$ cat config.mk
export PLATFORM = sky130hd
export DESIGN_NAME = lock_key_loader_flat
export DESIGN_NICKNAME = d
export VERILOG_FILES = /design/src/rtl/lock_key_loader_if.sv /design/src/rtl/lock_key_loader.sv /design/src/flat_wrapper.sv
export SDC_FILE = /design/constraint.sdc
export NUM_CORES = 1
export LEC_CHECK = 0
export BUFFER_PORTS_ARGS = -buffer_cell sky130_fd_sc_hd__buf_4
export CORE_MARGIN = 1
export CORE_UTILIZATION = 40
export DETAILED_ROUTE_END_ITERATION = 10
export PLACE_DENSITY = 0.68
export SETUP_SLACK_MARGIN = 0.5
export SLEW_MARGIN = 20
export SYNTH_ARGS = -nofsm -noshare
export SYNTH_HDL_FRONTEND = slang
export SYNTH_SLANG_ARGS = --single-unit
$ cat constraint.sdc
create_clock -name clk -period 1.8 [get_ports clk]
set_input_delay 0.27 -clock clk [delete_from_list [all_inputs] [get_ports clk]]
set_output_delay 0.27 -clock clk [all_outputs]
set_load 0.1 [all_outputs]
$ cat src/rtl/lock_key_loader_if.sv
// Bit-serial key link between a key source (fuse/OTP reader, test host) and the loader.
// Handshake: a bit transfers on a rising edge where key_bit_valid and key_bit_ready are both high;
// load_start is a one-cycle request that (re)starts a load and is not subject to ready.
interface lock_key_loader_if;
  logic load_start;
  logic key_bit;
  logic key_bit_valid;
  logic key_bit_ready;

  modport master (
    output load_start,
    output key_bit,
    output key_bit_valid,
    input  key_bit_ready
  );

  modport slave (
    input  load_start,
    input  key_bit,
    input  key_bit_valid,
    output key_bit_ready
  );
endinterface

$ cat src/rtl/lock_key_loader.sv
// Serial key loader for a logic-locked core: stages key bits in a shadow register, commits them
// atomically to k, and masks the core outputs until a complete key is in place.
module lock_key_loader #(
  parameter int KEY_W   = 3,
  parameter int OUT_W   = 7,
  parameter int TIMEOUT = 16
) (
  input  logic               clk,
  input  logic               rst,
  lock_key_loader_if.slave   kif,
  output logic [KEY_W-1:0]   k,
  output logic               key_loaded,
  output logic               busy,
  output logic               err,
  input  logic [OUT_W-1:0]   lock_out,
  output logic [OUT_W-1:0]   prot_out,
  output logic [1:0]         dbg_state_o
);

  localparam int CNT_W  = $clog2(KEY_W + 1);
  localparam int IDLE_W = $clog2(TIMEOUT + 1);
  localparam logic [CNT_W-1:0]  CNT_LAST = CNT_W'(KEY_W - 1);
  localparam logic [IDLE_W-1:0] IDLE_LAST = IDLE_W'(TIMEOUT - 1);

  typedef enum logic [1:0] {
    ST_IDLE   = 2'd0,
    ST_SHIFT  = 2'd1,
    ST_COMMIT = 2'd2
  } state_t;

  state_t              state_q;
  logic [KEY_W-1:0]    k_q;
  logic [KEY_W-1:0]    shadow_q;
  logic [CNT_W-1:0]    cnt_q;
  logic [IDLE_W-1:0]   idle_q;
  logic                loaded_q;
  logic                err_q;
  logic [OUT_W-1:0]    prot_q;

  always_ff @(posedge clk) begin
    if (rst) begin
      state_q  <= ST_IDLE;
      k_q      <= '1;
      shadow_q <= '0;
      cnt_q    <= '0;
      idle_q   <= '0;
      loaded_q <= 1'b0;
      err_q    <= 1'b0;
      prot_q   <= '0;
    end else begin
      err_q  <= 1'b0;
      prot_q <= loaded_q ? lock_out : '0;
      case (state_q)
        ST_IDLE: begin
          if (kif.load_start) begin
            state_q  <= ST_SHIFT;
            shadow_q <= '0;
            cnt_q    <= '0;
            idle_q   <= '0;
            loaded_q <= 1'b0;
          end
        end
        ST_SHIFT: begin
          // A restart wins over a bit presented in the same cycle; that bit is dropped.
          if (kif.load_start) begin
            shadow_q <= '0;
            cnt_q    <= '0;
            idle_q   <= '0;
            err_q    <= 1'b1;
          end else if (kif.key_bit_valid) begin
            shadow_q <= shadow_q | (KEY_W'(kif.key_bit) << cnt_q);
            cnt_q    <= cnt_q + CNT_W'(1);
            idle_q   <= '0;
            if (cnt_q == CNT_LAST) state_q <= ST_COMMIT;
          end else if (idle_q == IDLE_LAST) begin
            state_q <= ST_IDLE;
            idle_q  <= '0;
            err_q   <= 1'b1;
          end else begin
            idle_q <= idle_q + IDLE_W'(1);
          end
        end
        ST_COMMIT: begin
          k_q      <= shadow_q;
          loaded_q <= 1'b1;
          state_q  <= ST_IDLE;
        end
        default: state_q <= ST_IDLE;
      endcase
    end
  end

  assign kif.key_bit_ready = (state_q == ST_SHIFT);
  assign busy              = (state_q == ST_SHIFT) || (state_q == ST_COMMIT);
  assign k                 = k_q;
  assign key_loaded        = loaded_q;
  assign err               = err_q;
  assign prot_out          = prot_q;
  assign dbg_state_o       = state_q;

endmodule

$ cat src/flat_wrapper.sv
// flat-port wrapper written by rule: the top's interface ports become plain ports
module lock_key_loader_flat 
#(
  parameter int KEY_W   = 3,
  parameter int OUT_W   = 7,
  parameter int TIMEOUT = 16
)
  (clk, rst, k, key_loaded, busy, err, lock_out, prot_out, dbg_state_o, kif_load_start, kif_key_bit, kif_key_bit_valid, kif_key_bit_ready);
  lock_key_loader_if kif_i ();
  input  logic clk;
  input  logic rst;
  output logic [KEY_W-1:0] k;
  output logic key_loaded;
  output logic busy;
  output logic err;
  input  logic [OUT_W-1:0] lock_out;
  output logic [OUT_W-1:0] prot_out;
  output logic [1:0] dbg_state_o;
  input wire logic [$bits(kif_i.load_start)-1:0] kif_load_start;
  input wire logic [$bits(kif_i.key_bit)-1:0] kif_key_bit;
  input wire logic [$bits(kif_i.key_bit_valid)-1:0] kif_key_bit_valid;
  output wire logic [$bits(kif_i.key_bit_ready)-1:0] kif_key_bit_ready;
  assign kif_i.load_start = kif_load_start;
  assign kif_i.key_bit = kif_key_bit;
  assign kif_i.key_bit_valid = kif_key_bit_valid;
  assign kif_key_bit_ready = kif_i.key_bit_ready;
  lock_key_loader #(.KEY_W(KEY_W), .OUT_W(OUT_W), .TIMEOUT(TIMEOUT)) u_core (.clk(clk), .rst(rst), .kif(kif_i), .k(k), .key_loaded(key_loaded), .busy(busy), .err(err), .lock_out(lock_out), .prot_out(prot_out), .dbg_state_o(dbg_state_o));
endmodule
After elaboration in Yosys (flattened, before gate mapping)
Cells that the tools add are included.
{ "totals": {"ff_bits": 24, "latchBits": 0, "ramBits": 0, "rom_bits": 0, "input_bits": 12, "output_inout_bits": 16, "wordCells": 57, "mem_count": 0} }
{ "classes": {"n_addsub": 2, "n_mul": 0, "n_div": 0, "n_lt_le_gt_ge": 0, "n_eq_ne": 9, "n_shift": 1, "muxes": 24, "bitwise": 3, "reduce_logical": 10} }
{ "ops": {"columns": ["op", "n"], "rows": [
  ["5-bit two-way mux", 4],
  ["2-bit two-way mux", 8],
  ["5-bit one-hot mux with 2 select lines", 1],
  ["3-bit two-way mux", 3],
  ["2-bit one-hot mux with 2 select lines", 2],
  ["3-bit by 2-bit inequality test with 1-bit output, second input constant", 2],
  ["3-bit one-hot mux with 2 select lines", 1],
  ["5-bit by 1-bit adder with 5-bit output, second input constant", 1],
  ["5-bit by 4-bit equality test with 1-bit output, second input constant", 1],
  ["2-bit equality test, second input constant", 2],
  ["1-bit two-way mux", 4],
  ["2-bit inequality test, second input constant", 2],
  ["2-bit AND reduction", 2],
  ["4-bit AND reduction", 1],
  ["2-bit nonzero test", 2],
  ["2-bit OR reduction", 2],
  ["3-bit inequality test, second input constant", 1],
  ["3-bit bitwise OR", 1],
  ["3-bit AND reduction", 1],
  ["1-bit by 2-bit << shifter with 3-bit output", 1],
  ["2-bit by 1-bit adder with 2-bit output, second input constant", 1],
  ["2-bit by 1-bit equality test with 1-bit output, second input constant", 1],
  ["2-bit zero test", 1],
  ["1-bit inverter", 2],
  ["other kinds (2)", 2]
]} }

Depth between registers and ports, before layout
Gate-level depths: netlist of the first run.
{ "logic_depth": {"ltp_word": 5, "depth_mapped": 6} }

Worst setup path after synthesis of the first run
No wires, ideal clock.
{ "synth_timing": {"kind": "register to register", "start": "register u_core.state_q[0], in the netlist u_core.dbg_state_o[0]", "end": "register u_core.idle_q[4]", "setup_ns": 0.133, "t_arrival_ns": 2.725, "required_time_ns": 1.667, "slack_ns": -1.058, "path_stages_with_launch": 6, "cell_sequence": "dfxtp_1 ha_1 mux2i_1 nand2b_1 o21ai_0 nor3_1"} }
{ "synth_between": {"elab_chain_len": 3} }
{ "synth_lines": {"columns": ["element", "line", "text"], "rows": [
  ["start, declared", "lock_key_loader.sv:31", "state_t state_q;"],
  ["start signal, assigned", "lock_key_loader.sv:42", "state_q <= ST_IDLE;"],
  ["start signal, assigned", "lock_key_loader.sv:56", "state_q <= ST_SHIFT;"],
  ["start signal, assigned", "lock_key_loader.sv:74", "if (cnt_q == CNT_LAST) state_q <= ST_COMMIT;"],
  ["2-bit by 1-bit equality test with 1-bit output (*)", null, null],
  ["net kif_key_bit_ready", "flat_wrapper.sv:22", "output wire logic [$bits(kif_i.key_bit_ready)-1:0] kif_key_bit_ready;"],
  ["2-bit nonzero test (no source line)", null, null],
  ["2-bit AND reduction (no source line)", null, null],
  ["end signal, assigned", "lock_key_loader.sv:80", "idle_q <= idle_q + IDLE_W'(1);"],
  ["end, declared", "lock_key_loader.sv:35", "logic [IDLE_W-1:0] idle_q;"]
]} }
Mark *: on every way through the listed nets, which the timed path passes. The rest lies on a longest branch.
A chain may end at the register's enable or synchronous reset.

Worst setup path in the final report of the first run
{ "layout_timing": {"start": "register u_core.state_q[0], in the netlist u_core.dbg_state_o[0]", "end": "register u_core.state_q[0], in the netlist u_core.dbg_state_o[0]"} }
{ "layout_between": {"elab_chain_len": 3} }
{ "layout_lines": {"columns": ["element", "line", "text"], "rows": [
  ["2-bit by 1-bit equality test with 1-bit output or 2-bit zero test (tied branches)", "lock_key_loader.sv:53", "case (state_q)"],
  ["3-bit by 2-bit inequality test with 1-bit output (no source line) or 2-bit inequality test (tied branches)", null, null],
  ["4-bit AND reduction (no source line)", null, null]
]} }
Several ways; a longest one is shown, not always the timed one.

==> results.txt, run 1 <==
----------------------------------------------------
[Floorplan]
  Effective utilization at floorplan ... around 44%
  Placement row count ... 17
  Height of the die ... 52.4 µm
  Placeable core region ... 0.00230 mm²
  I/O pins ... 28
  Die Footprint ... 0.00275 mm²
  Horizontal extent of the die ... between 50 and 60 µm

[Yosys]
  Yosys synthesis warning count ... 0
  Synthesis-stage register bit count ... 24
  Synth top area share ... between 40% and 50%
  Seq/Total Area, Yosys ... 47.2%
  Cell type contributing the most total cell area after synthesis ... dfxtp_1
  Cell types with the largest area share after synthesis ... dfxtp_1 47%, ha_1 7.4%, and2_1 5.5%, nor2b_1 3.1%, a21oi_1 3.0%
  Number of standard cells after synthesis ... 106
  Cell area after synthesis ... 0.00102 mm²
  Count of different cell masters after synthesis ... 31
  Mean instance size in the synthesized netlist ... roughly 9.6 µm²
  Nets in the synthesized netlist ... 124

[Clocking]
  Total of hold buffers inserted after clock tree synthesis ... 0
  H-tree depth ... 1
  CTS buffer count ... 3
  Clk pin slew, worst setup/hold paths ... 0.14 ns
  CTS tree ... built
  Number of clock sinks ... 24
  CTS max path bufs ... 2
  CTS Root Buffer Type ... clkbuf_4
  Clock insertion delay at the later pin of the skew report ... roughly 0.31 ns

[Drt]
  Final wirelength ... 2.39 mm
  Number of antenna-violating nets in the routed design ... 0
  Via count ... 884
  Mean number of vias per cell ... 5.11
  Routed length per instance ... between 10 and 15 µm
  Number of DRC markers after the initial detailed-route iteration ... 29
  Residual DRC ... 0
  Number of optimization iterations in the first detailed-route pass ... 4

[Finish]
  Area grow syn2layout ... 54.2%
  Commonest non-fill, non-tap cell in the layout ... buf_4
  Antenna diodes ... 0
  Filler Cells Inserted ... 178
  Fin nets ... 164
  Fraction of layout cells with a size suffix above 1 ... 45.5%
  Area used by sequential logic in the layout ... 493 µm²
  Post-layout instance area ... around 0.0016 mm²
  Combined area of the multi-input logic cells ... 636 µm²
  Most frequent cells in the layout ... 31 x buf_4, 18 x dfxtp_1, 9 x and2_1, 8 x nor2_1

[Place]
  Placement-stage cell area ... between 0.001 and 0.0015 mm²
  Detailed placement HPWL ... 1.44 mm
  Input/output buffers ... 27
  Weighted congestion reported at the end of routability-driven placement ... 0.796

[STA]
  Maximum achievable frequency ... between 600 and 700 MHz
  Final hold violations ... 0
  Worst setup skew after layout ... 0.00397 ns
  Final period util ... 88.1%
  Time the worst path needs with I/O delays and setup ... 1.59 ns
  Unrepaired setup endpoints after global routing ... true
  Final setup violation count ... 0
  Worst relative slew slack ... 76.4%
  Aggregate negative setup slack ... 0 ns
  Pins over their slew limit ... 0
  Worst-Margin Slew ... between 0.3 and 0.4 ns

[Critical path]
  Worst EP arrival ... 1.84 ns
  Kind of launch point of the worst setup path ... flop
  Data required time of the worst path ... 2.05 ns
  Crit. Startpoint ... u_core.dbg_state_o[0]
  Reg-to-reg critical path startpoint ... u_core.dbg_state_o[0]
  Highest net fanout along the worst path ... 8
  Worst setup EP type ... flop
  Worst setup path class ... reg -> reg

[Run status]
  Status ... finished, final reports clean

[Power and ir drop]
  Share of total power in sequential cells ... 28.1%
  Cell internal pwr ... 1300 µW
  Total power density per cell area ... approximately 1400 mW/mm²
  Maximum resistive drop on vdd ... 1.23 mV
  Combinational share of power ... 54.2%
  Design Power ... 2200 µW
  Leak ... 0.000645 µW
  Net switching share of the total power ... 41.1%
  Power spent charging and discharging nets ... 905 µW
  Power share of the clock group ... 17.7%

[Global route]
  Initial antenna violation count ... 0
  Number of global-route vias before repair ... 792
  Global-route congestion overflow total ... 0
  Gr usage total ... 17.3%
  Wire length of the first global-routing pass ... 3.51 mm
  Pin count of the biggest net entering global routing ... 17

[Hold path]
  Kind of path behind the tightest hold check ... in -> reg
  Startpoint of the lowest-slack hold path ... lock_out[4]

[Flow run]
  Max capacitance violation total ... 0

----------------------------------------------------
-- power by group through the flow --
stage	sequential (µW)	combinational, µW	clock [µW]
3_3_place_gp	623	825	0
3_5_place_dp	629	833	0
4_1_cts	613	1020	398
5_1_grt	623	1260	419
6_report	619	1200	390
2_1_floorplan	813	511	0
-- flip-flops by register name (all words and copies together) (netlist names) --
| register | flops |
|---|---|
| u_core.cnt_q | 2 |
| u_core.key_loaded | 1 |
| u_core.k | 3 |
| u_core.shadow_q | 3 |
| u_core.dbg_state_o | 2 |
| u_core.err | 1 |
| u_core.prot_out | 7 |
| u_core.idle_q | 5 |
-- Yosys cell counts --
library cell and count:
a211o_1 3, a21oi_1 6, a21oi_2 1, and2_1 9, and4b_1 1, buf_2 1, clkbuf_1 1, dfxtp_1 24
ha_1 6, inv_1 4, mux2i_1 2, nand2_1 5, nand2b_1 4, nand3_1 1, nand4b_1 1, nor2_1 8
nor2b_1 5, nor3_1 5, nor3b_1 2, nor4_1 1, nor4b_1 1, nor4bb_1 1, o211ai_1 2, o21a_1 3
o21ai_0 3, o21ai_2 1, o32ai_1 1, or2_2 1, or3b_1 1, xnor2_1 1, xor2_1 1
-- critical path, cell delays in order, from the launching register on --
cell	delay (ns)
dfxtp_4	0.40
buf_12	0.10
ha_4	0.19
nand2_2	0.08
o211ai_1	0.33
o21ai_0	0.23
a21oi_2	0.18
-- stage by stage --
step / setup WS (ns) / hold slack [ns] / utilization [%] / cells
2_1_floorplan: 0.136 / 0.369 / - / 106
3_3_place_gp: 0.341 / 0.454 / 56.3 / 159
3_5_place_dp: 0.285 / 0.456 / 56.3 / 159
4_1_cts: 0.312 / 0.137 / 62.6 / 167
5_1_grt: 0.111 / 0.128 / 68.3 / 173
6_report: 0.215 / 0.148 / 68.3 / 173
-- cell type report --
type | count | share of cell area, %
Inverter | 4 | 1.12
Tap cell | 28 | 2.23
Timing Repair Buffer | 37 | 21.4
Clock inverter | 1 | 1.91
Sequential cell | 24 | 31.4
Clock buffer | 3 | 1.44
Multi-Input combinational cell | 76 | 40.5
-- timing repair --
action / 4_1_cts / 5_1_grt
cloned: 0 / 0
pin swaps: 1 / 5
gates resized for setup: 12 / 17
buffers inserted: 4 / 6
endpoints found under the setup margin: 14 / 15
-- kinds of logic (layout without fill, tap and decap cells) --
group | Yosys count | after routing | share of synthesized area, %
xor gates and xnor gates | 2 | 2 | 1.72
muxes | 2 | 2 | 1.97
AOI/OAI and AO/OA | 20 | 20 | 13.3
and+or+nand+nor | 46 | 46 | 26.1
buffers and inverters | 6 | 45 | 2.34
DFF | 24 | 24 | 47.2
adders and majority gates | 6 | 6 | 7.38
-- routing by layer --
| layer | part of all wire, % | GRT usage, % | wire length (µm) | up-vias |
|---|---|---|---|---|
| met1 | 45 | 21.7 | 1080 | 421 |
| li1 | - | - | - | 445 |
| met5 | 0 | 0 | 0 | - |
| met4 | 1.3 | 6.58 | 30 | 0 |
| met2 | 50 | 29.3 | 1210 | 14 |
| met3 | 3.2 | 2.61 | 77 | 4 |
-- worst paths after layout --
| path | end | slack, ns | cells past startpoint |
|---|---|---|---|
| max | u_core.dbg_state_o[0] | 0.21 | 6 |
| min reg2reg | u_core.idle_q[4] | 0.49 | 2 |
| max reg2reg | u_core.dbg_state_o[0] | 0.21 | 6 |
| min | u_core.prot_out[4] | 0.15 | 2 |
Note: power is estimated with default switching activity, not from simulation.
==> inputs of run 2 (changes only) <==
BUFFER_PORTS_ARGS = -buffer_cell sky130_fd_sc_hd__buf_2   (was -buffer_cell sky130_fd_sc_hd__buf_4)
==> results.txt, run 2 (synthesis gave the netlist of run 1 again) <==
----------------------------------------------------
[Power and ir drop]
  Leak ... 0.000602 µW (was 0.000645 µW)
  Total power density per cell area ... 1390 mW/mm² (was 1400 mW/mm²)
  Maximum resistive drop on vdd ... 1.75 mV (was 1.23 mV)

[Drt]
  Final wirelength ... 2.25 mm (was 2.39 mm)
  Routed length per instance ... 13.2 µm (was 13.8 µm)
  Number of optimization iterations in the first detailed-route pass ... 4 (unchanged)
  Residual DRC ... 0 (unchanged)
  Met2 wire length ... 1.18 mm (was 1.21 mm)
  Number of DRC markers after the initial detailed-route iteration ... 8 (was 29)
  Mean number of vias per cell ... 5.26 (was 5.11)
  Number of antenna-violating nets in the routed design ... 0 (unchanged)
  Topmost layer with routed signal wires ... met4 (unchanged)
  Met3 WL post-DR ... 84 µm (was 77 µm)
  Routed metal-1 wirelength ... 951 µm (was 1.08 mm)
  Via count ... 894 (was 884)

[STA]
  Final period util ... 81.4% (was 88.1%)
  Worst Setup Slack, final ... 0.335 ns (was 0.215 ns)
  Pins over their slew limit ... 0 (unchanged)
  Final hold violations ... 0 (unchanged)
  Final setup violation count ... 0 (unchanged)
  Aggregate negative setup slack ... 0 ns (unchanged)
  Worst-Margin Slew ... 0.482 ns (was 0.350 ns)
  Worst relative slew slack ... 68.1% (was 76.4%)
  Time the worst path needs with I/O delays and setup ... 1.46 ns (was 1.59 ns)
  Worst setup skew after layout ... 0.00723 ns (was 0.00397 ns)
  Maximum achievable frequency ... 683 MHz (was 631 MHz)
  Unrepaired setup endpoints after global routing ... true (unchanged)

[Global route]
  Gr usage total ... 17.8% (was 17.3%)
  Number of global-route vias before repair ... 830 (was 792)
  Pin count of the biggest net entering global routing ... 17 (unchanged)
  Global-route congestion overflow total ... 0 (unchanged)
  Wire length of the first global-routing pass ... 3.53 mm (was 3.51 mm)
  Initial antenna violation count ... 0 (unchanged)

[Finish]
  Combined area of the multi-input logic cells ... 639 µm² (was 636 µm²)
  Most frequent cells in the layout ... 19 x dfxtp_1, 17 x buf_4, 12 x buf_2, 9 x and2_1, 8 x nor2_1 (was 31 x buf_4, 18 x dfxtp_1, 9 x and2_1, 8 x nor2_1)
  Number of flip-flops under the largest register name ... 7 (unchanged)
  Antenna diodes ... 0 (unchanged)
  Area grow syn2layout ... 48.6% (was 54.2%)
  Area used by sequential logic in the layout ... 494 µm² (was 493 µm²)
  Post-layout instance area ... 0.00151 mm² (was 0.00157 mm²)
  Fin nets ... 161 (was 164)
  Commonest non-fill, non-tap cell in the layout ... dfxtp_1 (was buf_4)
  Fraction of layout cells with a size suffix above 1 ... 43.0% (was 45.5%)
  Filler Cells Inserted ... 188 (was 178)

[Clocking]
  Total of hold buffers inserted after clock tree synthesis ... 0 (unchanged)
  Clock insertion delay at the later pin of the skew report ... 0.31 ns (about the same)
  CTS max path bufs ... 2 (unchanged)
  CTS tree ... built (unchanged)
  CTS buffer count ... 3 (unchanged)
  H-tree depth ... 1 (unchanged)
  Clk pin slew, worst setup/hold paths ... 0.14 ns (about the same)
  CTS Root Buffer Type ... clkbuf_4 (unchanged)
  Number of clock sinks ... 24 (unchanged)

[Run status]
  Status ... finished, final reports clean (unchanged)

[Floorplan]
  I/O pins ... 28 (unchanged)
  Placeable core region ... 0.00230 mm² (unchanged)
  Effective utilization at floorplan ... 44.3% (unchanged)
  Placement row count ... 17 (unchanged)
  Die Footprint ... 0.00275 mm² (unchanged)
  Horizontal extent of the die ... 52.4 µm (unchanged)
  Height of the die ... 52.4 µm (unchanged)

[Critical path]
  Worst EP arrival ... 1.71 ns (was 1.84 ns)
  Highest net fanout along the worst path ... 6 (was 8)
  Worst setup EP type ... flop (unchanged)
  Worst setup path class ... reg -> reg (unchanged)
  Kind of launch point of the worst setup path ... flop (unchanged)
  Data required time of the worst path ... 2.04 ns (was 2.05 ns)

[Place]
  Detailed placement HPWL ... 1.47 mm (was 1.44 mm)
  Placement-stage cell area ... 0.00122 mm² (was 0.00129 mm²)
  Weighted congestion reported at the end of routability-driven placement ... 0.762 (was 0.796)
  Input/output buffers ... 27 (unchanged)
  Worst slack at placement ... 0.275 ns (was 0.285 ns)

[Hold path]
  Kind of path behind the tightest hold check ... in -> reg (unchanged)

[Flow run]
  Max capacitance violation total ... 0 (unchanged)

----------------------------------------------------
## run 2: per-layer routing
metal,vias to the layer above,GRT usage (%)
li1,437,-
met1,436,19.5
met2,17,32.5
met3,4,3.48
met4,0,7.89
met5,-,0
## run 2: worst paths after layout
| check | from | endpoint | slack [ns] | cells after the start |
|---|---|---|---|---|
| worst max-delay path | u_core.dbg_state_o[0] | u_core.dbg_state_o[0] | 0.34 | 6 |
| worst min register to register | u_core.shadow_q[0] | u_core.k[0] | 0.49 | 1 |
| worst min-delay path | lock_out[6] | u_core.prot_out[6] | 0.15 | 2 |
| worst max register to register | u_core.dbg_state_o[0] | u_core.dbg_state_o[0] | 0.34 | 6 |
## run 2: what timing repair did
item	in CTS	in global routing
buffers inserted	7	0
resized for setup	40	8
pin swaps	6	7
endpoints found under the setup margin	27	20
## run 2: worst max-delay path, cell delays in order (launching register included)
cell and delay (ns):
dfxtp_4 0.41, inv_4 0.05, ha_4 0.19, nand2b_4 0.08, o211ai_1 0.15, or3b_1 0.41, a21oi_2 0.12
## run 2: area by class of cell
class                   count  share of cell area [%]
multi-input cells          76                    42.3
flip-flops and latches     24                    32.7
repair buffers             34                    17.9
well taps                  28                    2.32
clock inverters             1                    1.99
clock buffers               3                    1.49
inverters                   4                    1.32
## run 2: stage by stage
step                      utilization [%]  hold slack [ns]  instances  power, µW
after floorplan                         -            0.369        106       1320
after global placement               53.3            0.451        159       1410
after detailed placement             53.3            0.462        159       1420
after CTS                            64.3            0.134        170       2090
after global routing                 65.8            0.129        170       2200
final                                65.8            0.146        170       2100
## run 2: power breakdown
part	total [µW]	leakage (µW)	internal [µW]	switching, µW
combinational	1100	0.000377	426	674
clock	384	0.0000279	225	159
sequential	618	0.000197	576	41.4
total	2100	0.000602	1230	875
==> inputs of run 3 (changes only) <==
ABC_AREA = 1   (was default)
clock period = 1.4 ns   (was 1.8 ns; I/O delays follow)
==> results.txt, run 3 <==
----------------------------------------------------
[Drt]
  Mean number of vias per cell ... 4.92 (was 5.26)
  Number of optimization iterations in the first detailed-route pass ... 4 (unchanged)
  Via count ... 1,049 (was 894)
  Number of DRC markers after the initial detailed-route iteration ... 20 (was 8)
  Number of antenna-violating nets in the routed design ... 0 (unchanged)
  Routed length per instance ... 13.2 µm (about the same)
  Final wirelength ... 2.82 mm (was 2.25 mm)
  Residual DRC ... 0 (unchanged)

[Clocking]
  H-tree depth ... 1 (unchanged)
  Number of clock sinks ... 24 (unchanged)
  CTS buffer count ... 3 (unchanged)
  CTS Root Buffer Type ... clkbuf_4 (unchanged)
  CTS max path bufs ... 2 (unchanged)
  Clock insertion delay at the later pin of the skew report ... 0.33 ns (was 0.31 ns)
  Total of hold buffers inserted after clock tree synthesis ... 0 (unchanged)
  Clk pin slew, worst setup/hold paths ... 0.14 ns (about the same)
  CTS tree ... built (unchanged)

[Floorplan]
  Height of the die ... 52.9 µm (was 52.4 µm)
  Die Footprint ... 0.00280 mm² (was 0.00275 mm²)
  Placeable core region ... 0.00245 mm² (was 0.00230 mm²)
  Effective utilization at floorplan ... 42.2% (was 44.3%)
  Placement row count ... 18 (was 17)
  I/O pins ... 28 (unchanged)
  Horizontal extent of the die ... 52.9 µm (was 52.4 µm)

[Power and ir drop]
  Maximum resistive drop on vdd ... 1.39 mV (was 1.75 mV)
  Power share of the clock group ... 14.5% (was 18.3%)
  Cell internal pwr ... 1450 µW (was 1230 µW)
  Share of total power in sequential cells ... 30.5% (was 29.4%)
  Net switching share of the total power ... 43.9% (was 41.6%)
  Total power density per cell area ... 1410 mW/mm² (was 1390 mW/mm²)
  Combinational share of power ... 55.1% (was 52.3%)
  Leak ... 0.000823 µW (was 0.000602 µW)
  Power spent charging and discharging nets ... 1130 µW (was 875 µW)

[STA]
  Pins over their slew limit ... 0 (unchanged)
  Worst relative slew slack ... 81.6% (was 68.1%)
  Unrepaired setup endpoints after global routing ... true (unchanged)
  Final period util ... 100%
  Aggregate negative setup slack ... -0.00582 ns (was 0 ns)
  Worst Setup Slack, final ... -0.00582 ns (was 0.335 ns)
  Time the worst path needs with I/O delays and setup ... 1.41 ns
  Final hold violations ... 0 (unchanged)
  Final setup violation count ... 1 (was 0)
  Worst setup skew after layout ... 0.0157 ns (was 0.00723 ns)
  Worst-Margin Slew ... 0.276 ns (was 0.482 ns)
  Maximum achievable frequency ... 711 MHz

[Global route]
  Global-route congestion overflow total ... 0 (unchanged)
  Gr usage total ... 20.7% (was 17.8%)
  Initial antenna violation count ... 0 (unchanged)
  Wire length of the first global-routing pass ... 4.13 mm (was 3.53 mm)
  Number of global-route vias before repair ... 977 (was 830)
  Pin count of the biggest net entering global routing ... 14 (was 17)

[Finish]
  Combined area of the multi-input logic cells ... 612 µm² (was 639 µm²)
  Number of flip-flops under the largest register name ... 7 (unchanged)
  Filler Cells Inserted ... 170 (was 188)
  Commonest non-fill, non-tap cell in the layout ... inv_1 (was dfxtp_1)
  Antenna diodes ... 0 (unchanged)
  Most frequent cells in the layout ... 19 x inv_1, 17 x nand2_1, 16 x buf_12, 13 x nor2_1 (was 19 x dfxtp_1, 17 x buf_4, 12 x buf_2, 9 x and2_1, 8 x nor2_1)
  Area grow syn2layout ... 76.6% (was 48.6%)
  Area used by sequential logic in the layout ... 513 µm² (was 494 µm²)
  Fraction of layout cells with a size suffix above 1 ... 56.8% (was 43.0%)
  Fin nets ... 202 (was 161)

[Yosys]
  Cell type contributing the most total cell area after synthesis ... dfxtp_1 (unchanged)
  Synthesis-stage register bit count ... 24 (unchanged)
  Synth top area share ... 46.4% (was 47.2%)
  Most instantiated cells after synthesis ... 30 x nand2_1, 24 x dfxtp_1, 23 x inv_1, 18 x nor2_1, 10 x a21oi_1 (was 24 x dfxtp_1, 9 x and2_1, 8 x nor2_1, 6 x a21oi_1, 6 x ha_1)
  Number of enable-type register cells in the synthesized netlist ... 0 (unchanged)
  Yosys synthesis warning count ... 0 (unchanged)
  Async SR Flop Fraction ... 0% (unchanged)
  Seq/Total Area, Yosys ... 46.4% (was 47.2%)
  Cell types with the largest area share after synthesis ... dfxtp_1 46%, nand2_1 11%, inv_1 8.3%, ha_1 7.2%, nor2_1 6.5% (was dfxtp_1 47%, ha_1 7.4%, and2_1 5.5%, nor2b_1 3.1%, a21oi_1 3.0%)
  Most used DFF post-synth ... dfxtp_1 (unchanged)
  Count of different cell masters after synthesis ... 17 (was 31)
  Mean instance size in the synthesized netlist ... 7.62 µm² (was 9.60 µm²)
  Nets in the synthesized netlist ... 154 (was 124)
  Number of standard cells after synthesis ... 136 (was 106)
  Most repeated cell in the gate-level netlist after synthesis ... nand2_1 (was dfxtp_1)
  Cell area after synthesis ... 0.00104 mm² (was 0.00102 mm²)

[Place]
  Worst slack at placement ... -0.00846 ns (was 0.275 ns)
  Weighted congestion reported at the end of routability-driven placement ... 0.991 (was 0.762)
  Detailed placement HPWL ... 1.66 mm (was 1.47 mm)
  Input/output buffers ... 27 (unchanged)

[Critical path]
  Depth of the most critical reg-to-reg path ... 7 (was 6)
  Kind of launch point of the worst setup path ... flop (unchanged)
  CP max stage delay ... 0.40 ns (was 0.41 ns)
  Cell class contributing the biggest share of worst-path delay ... flip-flops (was simple AND/OR/NAND/NOR gates)
  Reg-to-reg critical path startpoint ... u_core.dbg_state_o[1] (was u_core.dbg_state_o[0])
  Data required time of the worst path ... 1.19 ns (was 2.04 ns)
  Worst setup EP type ... output pin (was flop)
  Highest net fanout along the worst path ... 3 (was 6)
  Critical path cell sequence ... inv_4 > ha_4 > buf_12 (was inv_4 > ha_4 > nand2b_4 > o211ai_1 > or3b_1 > a21oi_2)
  Worst EP arrival ... 1.20 ns (was 1.71 ns)
  Number of buffer and inverter instances along the worst setup path ... 2 (was 1)
  R2r setup slk ... 0 ns (was 0.34 ns)
  RR Endpoint ... u_core.shadow_q[2] (was u_core.dbg_state_o[0])
  Worst setup path class ... reg -> out (was reg -> reg)
  Crit-path slowest cell ... dfxtp_4 (unchanged)

[Run status]
  Status ... complete, but fails checks (was finished, final reports clean)
  Failing checks ... negative setup slack

[Flow run]
  Max capacitance violation total ... 0 (unchanged)

[Hold path]
  Startpoint of the lowest-slack hold path ... lock_out[0] (was lock_out[6])
  Worst Hold Path Cells ... 3 (was 2)
  Hold Path Sink ... u_core.prot_out[0] (was u_core.prot_out[6])
  Kind of path behind the tightest hold check ... in -> reg (unchanged)

----------------------------------------------------
[run 3: how the worst max path moves through the flow]
stage                                from  cells past startpoint  slack [ns]                to
floorplan           u_core.dbg_state_o[0]                      6       -0.24  u_core.idle_q[4]
global placement    u_core.dbg_state_o[0]                      7        0.03  u_core.idle_q[2]
CTS                 u_core.dbg_state_o[0]                      3      -0.003              busy
finish              u_core.dbg_state_o[0]                      3      -0.006              busy
detailed placement  u_core.dbg_state_o[0]                      7      -0.008  u_core.idle_q[2]
global route        u_core.dbg_state_o[1]                      8       -0.06   u_core.cnt_q[1]
[run 3: layer usage]
| layer | global-route usage (%) | part of all wire (%) | routed length [µm] |
|---|---|---|---|
| met1 | 22.4 | 40 | 1130 |
| met2 | 36.3 | 51 | 1420 |
| met3 | 4.31 | 4.9 | 139 |
| met4 | 12.7 | 4.3 | 121 |
| met5 | 0 | 0 | 0 |
[run 3: worst register-to-register path, cell delays in order, from the launching register on]
cell and delay (ns):
dfxtp_4 0.38, inv_4 0.07, ha_4 0.19, inv_4 0.06, o21ai_4 0.27, buf_6 0.15
nand4_1 0.10, a21oi_1 0.13
[run 3: layout make-up]
cell class | count | share of cell area (%)
multi-input cells | 86 | 33.4
repair buffers | 43 | 28.1
flip-flops and latches | 24 | 28.0
inverters | 26 | 6.36
well taps | 30 | 2.05
clock buffers | 4 | 1.98
[run 3: timing repair]
action / CTS / global route
setup buffers: 9 / 7
setup endpoints to repair: 33 / 40
gates resized for setup: 90 / 19
pin swaps: 11 / 12
[run 3: cell families after synthesis]
| logic type | after synthesis | share of synthesized area, % |
|---|---|---|
| and+or+nand+nor | 63 | 25.8 |
| buffers and inverters | 26 | 9.54 |
| DFF | 24 | 46.4 |
| AOI/OAI and AO/OA | 17 | 11.0 |
| adders and majority gates | 6 | 7.25 |
[run 3: power groups by stage]
stage	logic, µW	clock network (µW)	registers, µW
floorplan	540	0	1000
global placement	961	0	781
detailed placement	979	0	782
CTS	1280	371	782
global route	1490	419	790
finish	1420	373	785
[run 3: stage by stage]
stage	power (µW)	cell area, µm²	hold slack, ns	std cells	util [%]
finish	2580	1830	0.0731	213	74.5
global route	2700	1830	0.0641	213	74.5
CTS	2440	1710	0.0805	206	69.6
detailed placement	1760	1280	0.421	193	52.3
global placement	1740	1280	0.419	193	52.3
floorplan	1540	1080	0.269	136	-
